## src/rtl/vram_scan_scheduler.sv

```systemverilog
// Shares the single VRAM read port between Avalon CPU reads and the per-scanline
// header/score/board-row prefetch, committing prefetched words at line start.
module vram_scan_scheduler #(
  parameter int ADDR_W        = 11,
  parameter int FETCH_X       = 640,
  parameter int V_TOTAL       = 525,
  parameter int HDR_ADDR      = 0,
  parameter int SCORE_ADDR    = 1,
  parameter int BOARD_BASE    = 2,
  parameter int BOARD_TOP_ROW = 5,
  parameter int BOARD_ROWS    = 20
) (
  input  logic              CLK,
  input  logic              RESET,
  input  logic [9:0]        DRAWX,
  input  logic [9:0]        DRAWY,
  input  logic              AVL_CS,
  input  logic              AVL_READ,
  input  logic [ADDR_W-1:0] AVL_ADDR,
  output logic              AVL_WAITREQUEST,
  output logic [ADDR_W-1:0] RAM_RDADDR,
  input  logic [31:0]       RAM_Q,
  output logic [31:0]       HDR_WORD,
  output logic [31:0]       SCORE_WORD,
  output logic [31:0]       ROW_WORD,
  output logic              ROW_VALID,
  output logic              FETCH_MISS
);

  localparam logic [9:0]        FETCH_X_C = 10'(FETCH_X);
  localparam logic [9:0]        V_LAST    = 10'(V_TOTAL - 1);
  localparam logic [ADDR_W-1:0] HDR_A     = ADDR_W'(HDR_ADDR);
  localparam logic [ADDR_W-1:0] SCORE_A   = ADDR_W'(SCORE_ADDR);
  localparam logic [ADDR_W-1:0] BASE_A    = ADDR_W'(BOARD_BASE);
  localparam logic [ADDR_W-1:0] TOP_A     = ADDR_W'(BOARD_TOP_ROW);
  localparam logic [5:0]        ROW_FIRST = 6'(BOARD_TOP_ROW);
  localparam logic [5:0]        ROW_LAST  = 6'(BOARD_TOP_ROW + BOARD_ROWS - 1);

  typedef enum logic [2:0] {
    IDLE      = 3'd0,
    CPU_ISSUE = 3'd1,
    CPU_DATA  = 3'd2,
    F_HDR     = 3'd3,
    F_SCORE   = 3'd4,
    F_ROW     = 3'd5,
    F_LAST    = 3'd6
  } state_t;

  state_t              state_r, next_state_s;
  logic [9:0]          prev_drawx_r;
  logic                fetch_trig_s, commit_trig_s;
  logic [9:0]          ny_s;
  logic [5:0]          nrow_s;
  logic                in_board_s, in_board_r;
  logic [ADDR_W-1:0]   row_addr_s, row_addr_r;
  logic                fetch_pending_r, fetch_done_r;
  logic [31:0]         hdr_stg_r, score_stg_r, row_stg_r;
  logic                cap_hdr_s, cap_score_s, cap_row_s, last_s, wait_s;
  logic [ADDR_W-1:0]   next_addr_s, ram_rdaddr_r;
  logic [31:0]         hdr_word_r, score_word_r, row_word_r;
  logic                row_valid_r, fetch_miss_r;

  assign fetch_trig_s  = (DRAWX == FETCH_X_C) && (prev_drawx_r != FETCH_X_C);
  assign commit_trig_s = (DRAWX == 10'd0) && (prev_drawx_r != 10'd0);

  // Which line comes next and where its board row lives in VRAM.
  always_comb begin
    ny_s       = (DRAWY == V_LAST) ? 10'd0 : DRAWY + 10'd1;
    nrow_s     = 6'(ny_s >> 4);
    in_board_s = (nrow_s >= ROW_FIRST) && (nrow_s <= ROW_LAST);
    row_addr_s = BASE_A + ADDR_W'(nrow_s) - TOP_A;
  end

  always_ff @(posedge CLK) begin
    if (RESET) begin
      state_r      <= IDLE;
      ram_rdaddr_r <= HDR_A;
    end else begin
      state_r      <= next_state_s;
      ram_rdaddr_r <= next_addr_s;
    end
  end

  always_comb begin
    next_state_s = state_r;
    case (state_r)
      IDLE: begin
        if (fetch_pending_r)          next_state_s = F_HDR;
        else if (AVL_CS && AVL_READ)  next_state_s = CPU_ISSUE;
        else                          next_state_s = IDLE;
      end
      CPU_ISSUE: next_state_s = CPU_DATA;
      CPU_DATA:  next_state_s = IDLE;
      F_HDR:     next_state_s = F_SCORE;
      F_SCORE:   next_state_s = in_board_r ? F_ROW : F_LAST;
      F_ROW:     next_state_s = F_LAST;
      F_LAST:    next_state_s = IDLE;
      default:   next_state_s = IDLE;
    endcase
  end

  // The read address is registered from the upcoming state, so it is presented
  // throughout the state that owns it and RAM_Q lands in the following state.
  always_comb begin
    wait_s      = AVL_CS & AVL_READ & (state_r != CPU_DATA);
    cap_hdr_s   = 1'b0;
    cap_score_s = 1'b0;
    cap_row_s   = 1'b0;
    last_s      = 1'b0;
    case (state_r)
      F_SCORE: cap_hdr_s   = 1'b1;
      F_ROW:   cap_score_s = 1'b1;
      F_LAST: begin
        last_s = 1'b1;
        if (in_board_r) cap_row_s   = 1'b1;
        else            cap_score_s = 1'b1;
      end
      default: last_s = 1'b0;
    endcase
    case (next_state_s)
      CPU_ISSUE: next_addr_s = AVL_ADDR;
      F_HDR:     next_addr_s = HDR_A;
      F_SCORE:   next_addr_s = SCORE_A;
      F_ROW:     next_addr_s = row_addr_r;
      default:   next_addr_s = HDR_A;
    endcase
  end

  always_ff @(posedge CLK) begin
    if (RESET) begin
      prev_drawx_r    <= 10'd0;
      in_board_r      <= 1'b0;
      row_addr_r      <= '0;
      fetch_pending_r <= 1'b0;
      fetch_done_r    <= 1'b0;
      hdr_stg_r       <= 32'd0;
      score_stg_r     <= 32'd0;
      row_stg_r       <= 32'd0;
    end else begin
      prev_drawx_r <= DRAWX;
      if (fetch_trig_s) begin
        in_board_r <= in_board_s;
        row_addr_r <= row_addr_s;
      end
      if (fetch_trig_s)      fetch_pending_r <= 1'b1;
      else if (last_s)       fetch_pending_r <= 1'b0;
      if (last_s)                             fetch_done_r <= 1'b1;
      else if (commit_trig_s && fetch_done_r) fetch_done_r <= 1'b0;
      if (cap_hdr_s)   hdr_stg_r   <= RAM_Q;
      if (cap_score_s) score_stg_r <= RAM_Q;
      if (cap_row_s)   row_stg_r   <= RAM_Q;
    end
  end

  // A commit with no completed prefetch keeps the old line and latches the miss.
  always_ff @(posedge CLK) begin
    if (RESET) begin
      hdr_word_r   <= 32'd0;
      score_word_r <= 32'd0;
      row_word_r   <= 32'd0;
      row_valid_r  <= 1'b0;
      fetch_miss_r <= 1'b0;
    end else if (commit_trig_s) begin
      if (fetch_done_r) begin
        hdr_word_r   <= hdr_stg_r;
        score_word_r <= score_stg_r;
        row_word_r   <= row_stg_r;
        row_valid_r  <= in_board_r;
      end else begin
        fetch_miss_r <= 1'b1;
      end
    end
  end

  assign AVL_WAITREQUEST = wait_s;
  assign RAM_RDADDR      = ram_rdaddr_r;
  assign HDR_WORD        = hdr_word_r;
  assign SCORE_WORD      = score_word_r;
  assign ROW_WORD        = row_word_r;
  assign ROW_VALID       = row_valid_r;
  assign FETCH_MISS      = fetch_miss_r;

endmodule

```

## config.mk

```make
export PLATFORM = sky130hd
export DESIGN_NAME = vram_scan_scheduler
export DESIGN_NICKNAME = d
export VERILOG_FILES = /design/src/rtl/vram_scan_scheduler.sv
export SDC_FILE = /design/constraint.sdc
export NUM_CORES = 1
export LEC_CHECK = 0
export ABC_AREA = 1
export CORE_ASPECT_RATIO = 1.25
export CORE_MARGIN = 3
export CORE_UTILIZATION = 30
export CTS_BUF_LIST = sky130_fd_sc_hd__clkbuf_16
export CTS_CLUSTER_SIZE = 40
export DETAILED_ROUTE_END_ITERATION = 10
export PLACE_DENSITY_LB_ADDON = 0.12
export SLEW_MARGIN = 20
export SYNTH_ARGS = -nofsm -noshare
export SYNTH_HDL_FRONTEND = slang
export SYNTH_SLANG_ARGS = --single-unit
```

## constraint.sdc

```tcl
create_clock -name CLK -period 2.2 [get_ports CLK]
set_input_delay 0.66 -clock CLK [delete_from_list [all_inputs] [get_ports CLK]]
set_output_delay 0.66 -clock CLK [all_outputs]
set_load 0.03 [all_outputs]
```

# Word level (Yosys, flattened, before mapping)

Cells that the tools add are included.

Register bits: 232
Logic and storage cells: 63
Input port bits: 67

Eq/ne operators: 12
$add $sub $neg: 3
Order comparisons: 2
Bitwise gates (word level): 3
Reductions and logical operators: 12
Mux-type cells: 16

Operator list:

| cell                  | number |
|---|---|
| $pmux 11 s3           | 1 |
| $eq 10x10->1 const B  | 2 |
| $eq 3x3->1 const B    | 5 |
| $pmux 3 s5            | 1 |
| $add 10x1->10 const B | 1 |
| $logic_not 10->1      | 1 |
| $mux 1                | 10 |
| $mux 10               | 1 |
| $ne 10x10->1 const B  | 1 |
| $reduce_bool 10->1    | 1 |
| $sub 7x3->8 const B   | 1 |
| $add 2x6->7 const A   | 1 |
| $eq 3x1->1 const B    | 2 |
| $ge 6x3->1 const B    | 1 |
| $le 6x5->1 const B    | 1 |
| $logic_and 1x1->1     | 5 |
| $mux 2                | 2 |
| $reduce_and 2->1      | 2 |
| $reduce_bool 2->1     | 2 |
| $eq 3x2->1 const B    | 1 |
| $logic_not 3->1       | 1 |
| $ne 3x2->1 const B    | 1 |
| $and 1x1->1           | 2 |
| $pmux 1 s2            | 1 |
| $not 1->1             | 1 |

# Longest topological paths before layout

Depth in word-level cells: 6
Mapped depth: 12

# Worst setup path after synthesis

No wires, ideal clock.

Kind: input to register
Start: in DRAWX[0]
End: reg hdr_word_r[21], in the netlist HDR_WORD[21]
Library setup time: 110 ps
Stages: 11
Path slack: 260 ps
Path buffers: 3
Data arrival time: 1830 ps
Data required time: 2090 ps
Cell sequence: inv_1 nand2_1 nor2_1 inv_2 nor4_1 buf_2 buf_2 buf_2 nand4_1 nand2_1 nor2_1

Cells in the longest elaborated chain, start to end: 3

RTL lines:

| element                           | line | text |
|---|---|---|
| start: declaration                | 15   | `input logic [9:0] DRAWX,` |
| $logic_not 10->1                  | 64   | `assign commit_trig_s = (DRAWX == 10'd0) && (prev_drawx_r != 10'd0);` |
| $logic_and 1x1->1                 | 64   |  |
| $reduce_and 2->1 (no source line) | n/a  |  |
| end signal: assignment            | 165  | `hdr_word_r <= hdr_stg_r;` |
| end: declaration                  | 60   | `logic [31:0] hdr_word_r, score_word_r, row_word_r;` |

No other way between the ends.
A chain may end at the register's enable or synchronous reset.

# Final worst setup path

Start: reg ram_rdaddr_r[7], in the netlist RAM_RDADDR[7]
End: out RAM_RDADDR[7]

RTL lines:

| element                  | line | text |
|---|---|---|
| start: declaration       | 59   | `logic [ADDR_W-1:0] next_addr_s, ram_rdaddr_r;` |
| start signal: assignment | 80   | `ram_rdaddr_r <= next_addr_s;` |
| end: declaration         | 21   | `output logic [ADDR_W-1:0] RAM_RDADDR,` |

No word-level cell between the ends.

==> flow_metrics.env <==
export IMPL_grt_pass1_wl_um=44700
export IMPL_place_gp_congestion=0.770
export IMPL_die_h_um=208
export IMPL_hold_viol=0
export IMPL_crit_arrival_ns=1.49
export IMPL_area_delta_synth_final_pct=32.1
export IMPL_min_from="FETCH_MISS"
export IMPL_timing_rr_start="prev_drawx_r[3]"
export IMPL_core_area_um2=32000
export IMPL_reg2regPathDepth=8
export IMPL_finalClockSkew_ns=0.0103
export IMPL_peakVddDrop_v=0.000449
export IMPL_cts_made_buffers=25
export IMPL_num_vias=8703
export IMPL_critPathTopFamily="buffers and inverters"
export IMPL_grt_max_degree=65
export IMPL_io_buffer_count=176
export IMPL_hold_depth=2
export IMPL_drive_gt1_frac=0.0540
export IMPL_synthesis_area_um2=9790
export IMPL_max_freq_mhz=465
export IMPL_crit_buf_inv=1
export IMPL_rows=73
export IMPL_antenna_found_initial=3
export IMPL_final_nets=1668
export IMPL_worst_hold_path_type="reg2reg"
export IMPL_dieArea_um2=34900
export IMPL_drv_cap=0
export IMPL_cts_root_buf="clkbuf_16"
export IMPL_drtIter0Drc=356
export IMPL_ys_ff_latch=229
export IMPL_min_to="FETCH_MISS"
export IMPL_r2r_slack_ns=0.42
export IMPL_crit_start="RAM_RDADDR[7]"
export IMPL_finalWirelength_um=27200
export IMPL_ant_nets=0
export IMPL_power_density_nw_per_um2=658
export IMPL_synth_cell_types=23
export IMPL_cts_hold_buffers=0
export IMPL_start_util=0.306
export IMPL_fin_util=0.405
export IMPL_leakagePower_nw=6.35
export IMPL_overflow=0
export IMPL_maxSlewViolCount=0
export IMPL_grt_use_total=0.153
export IMPL_fin_crit_sh=0.977
export IMPL_relSlewSlack=0.649
export IMPL_first_pass_iters=4
export IMPL_place_hpwl_um=18700
export IMPL_status="complete, no violations"
export IMPL_end_kind="primary output"
export IMPL_synthCells=1437
export IMPL_p_total_mw=8.50
export IMPL_cts_sinks=229
export IMPL_die_w_um=168
export IMPL_setup_viol=0
export IMPL_synth_fp_nets=1508
export IMPL_crit_required_ns=1.54
export IMPL_first_global_vias=8574
export IMPL_worst_slew_pin_slew_ns=0.527
export IMPL_crit_fanout=1
export IMPL_r2r_end="SCORE_WORD[7]"
export IMPL_clk_latency_ns=0.51
export IMPL_cts_max_path_buffers=3
export IMPL_drc_errors=0
export IMPL_critPathLaunchType="register"
export IMPL_ios=177
export IMPL_synth_yosys_seq_area_share=0.468
export IMPL_grt_setup_unrepaired="no"
export IMPL_syn_avg_cell_area_um2=6.81
export IMPL_cpPeakStageDelay_ns=0.66
export IMPL_cp_cell_sequence="clkdlybuf4s50_1"
export IMPL_cts_setup_buffers=0
export IMPL_wl_per_cell_um=13.4
export IMPL_htree_levels=1
export IMPL_fin_crit_ns=2.15
export IMPL_yosysWarnings=0
export IMPL_path_class="reg2out"
export IMPL_viasPerCell=4.30
export IMPL_cts_tree="done"
export IMPL_clkTransAtPathRegs_ns=0.06
export IMPL_crit_slowest_cell="clkdlybuf4s50_1"
area by class of cell:
| class | count | area, um2 |
|---|---|---|
| fill | 3479 | 19000 |
| clock inverter | 17 | 98.8 |
| multi-input combinational | 753 | 3490 |
| inverter | 366 | 1380 |
| tap | 412 | 515 |
| sequential | 229 | 4590 |
| clock buffer | 25 | 626 |
| antenna | 2 | 5.00 |
| timing repair buffer | 222 | 2230 |
through the flow:
stage	instance area [um2]	setup WS, ns	instances	setup TNS, ns	hold slack, ns
5_1_grt	12900	0.00316	2025	0	0.463
2_1_floorplan	9790	0.260	1437	0	0.430
6_report	12900	0.0496	2026	0	0.447
3_3_place_gp	12200	-0.309	1982	-28.33	0.438
4_1_cts	12900	0.00138	2024	0	0.451
3_5_place_dp	12200	-0.361	1982	-31.88	0.444
report_power, final:
group          switching, mW  total [mW]  internal, mW
Combinational          0.273       0.492         0.219
Clock                   1.68        3.84          2.16
Sequential           0.00842        4.18          4.17
layer usage:
metal	track usage	vias up	routed length (um)
met2	0.254	166	12400
met4	0.0364	4	521
met5	0	-	40
li1	-	4684	-
met1	0.202	3810	12600
met3	0.0386	39	1660
cell usage after synthesis:
cell type | count | share of area
a211oi_1 | 1 | 0.00077
a21oi_1 | 116 | 0.059
a31oi_1 | 1 | 0.00064
buf_1 | 18 | 0.0069
buf_2 | 8 | 0.0041
buf_6 | 4 | 0.0046
clkbuf_1 | 59 | 0.023
dfxtp_1 | 229 | 0.47
ha_1 | 4 | 0.0051
inv_1 | 365 | 0.14
inv_2 | 1 | 0.00038
nand2_1 | 263 | 0.10
nand3_1 | 12 | 0.0061
nand3_2 | 1 | 0.0010
nand3b_1 | 3 | 0.0023
nand4_1 | 100 | 0.064
nor2_1 | 140 | 0.054
nor3_1 | 1 | 0.00051
nor4_1 | 1 | 0.00064
o211ai_1 | 4 | 0.0031
o21ai_0 | 103 | 0.053
o21bai_1 | 2 | 0.0015
o22ai_2 | 1 | 0.0013
registers in the layout, summed over array words and instances (netlist names):
register and cells:
HDR_WORD 32, ROW_WORD 32, SCORE_WORD 32, hdr_stg_r 32, row_stg_r 32, score_stg_r 32
RAM_RDADDR 11, prev_drawx_r 10, row_addr_r 8, state_r 3, FETCH_MISS 1, ROW_VALID 1
fetch_done_r 1, fetch_pending_r 1, in_board_r 1
worst max path at each step:
stage                endpoint  slack, ns  cells past startpoint
2_1_floorplan    HDR_WORD[21]       0.26                     11
3_3_place_gp     HDR_WORD[22]      -0.31                     12
3_5_place_dp      HDR_WORD[2]      -0.36                     12
4_1_cts          ROW_WORD[18]      0.001                      1
5_1_grt        RAM_RDADDR[10]      0.003                      1
6_report        RAM_RDADDR[7]       0.05                      1
cell usage in the layout, fill, tap and decap left out:
| cell | instances |
|---|---|
| nand2_1 | 261 |
| nand3_4 | 1 |
| nand4_1 | 100 |
| ha_1 | 4 |
| inv_6 | 1 |
| dlymetal6s2s_1 | 24 |
| a31oi_1 | 1 |
| nand3b_1 | 3 |
| nand3_1 | 12 |
| diode_2 | 2 |
| nand2_2 | 2 |
| nor2_4 | 1 |
| bufinv_16 | 1 |
| o21bai_1 | 2 |
| a211oi_1 | 1 |
| o211ai_1 | 4 |
| nor4_2 | 1 |
| dfxtp_1 | 228 |
| buf_12 | 13 |
| nor2_1 | 139 |
| a21oi_1 | 116 |
| inv_1 | 372 |
| o21ai_0 | 103 |
| clkinvlp_4 | 1 |
| buf_6 | 1 |
| inv_2 | 1 |
| buf_4 | 33 |
| dlygate4sd2_1 | 83 |
| dfxtp_4 | 1 |
| o22ai_4 | 1 |
| nor3_1 | 1 |
| clkbuf_16 | 25 |
| clkdlybuf4s50_1 | 68 |
| clkinv_1 | 3 |
| clkinv_2 | 4 |
logic make-up (layout without fill, tap and decap cells):
family                     Yosys count  in the layout  share of synthesized area
DFF                                229            229                      0.468
buffers and inverters              455            630                      0.179
AOI/OAI and AO/OA                  228            228                      0.119
other                                0              2                          0
and+or+nand+nor                    521            521                      0.229
adders and majority gates            4              4                    0.00511
what timing repair did:
item | CTS | global route
setup endpoints to repair | 82 | 24
pin swaps | 1 | 0
resized for setup | 85 | 24
Power figures use the tool's default switching activity.
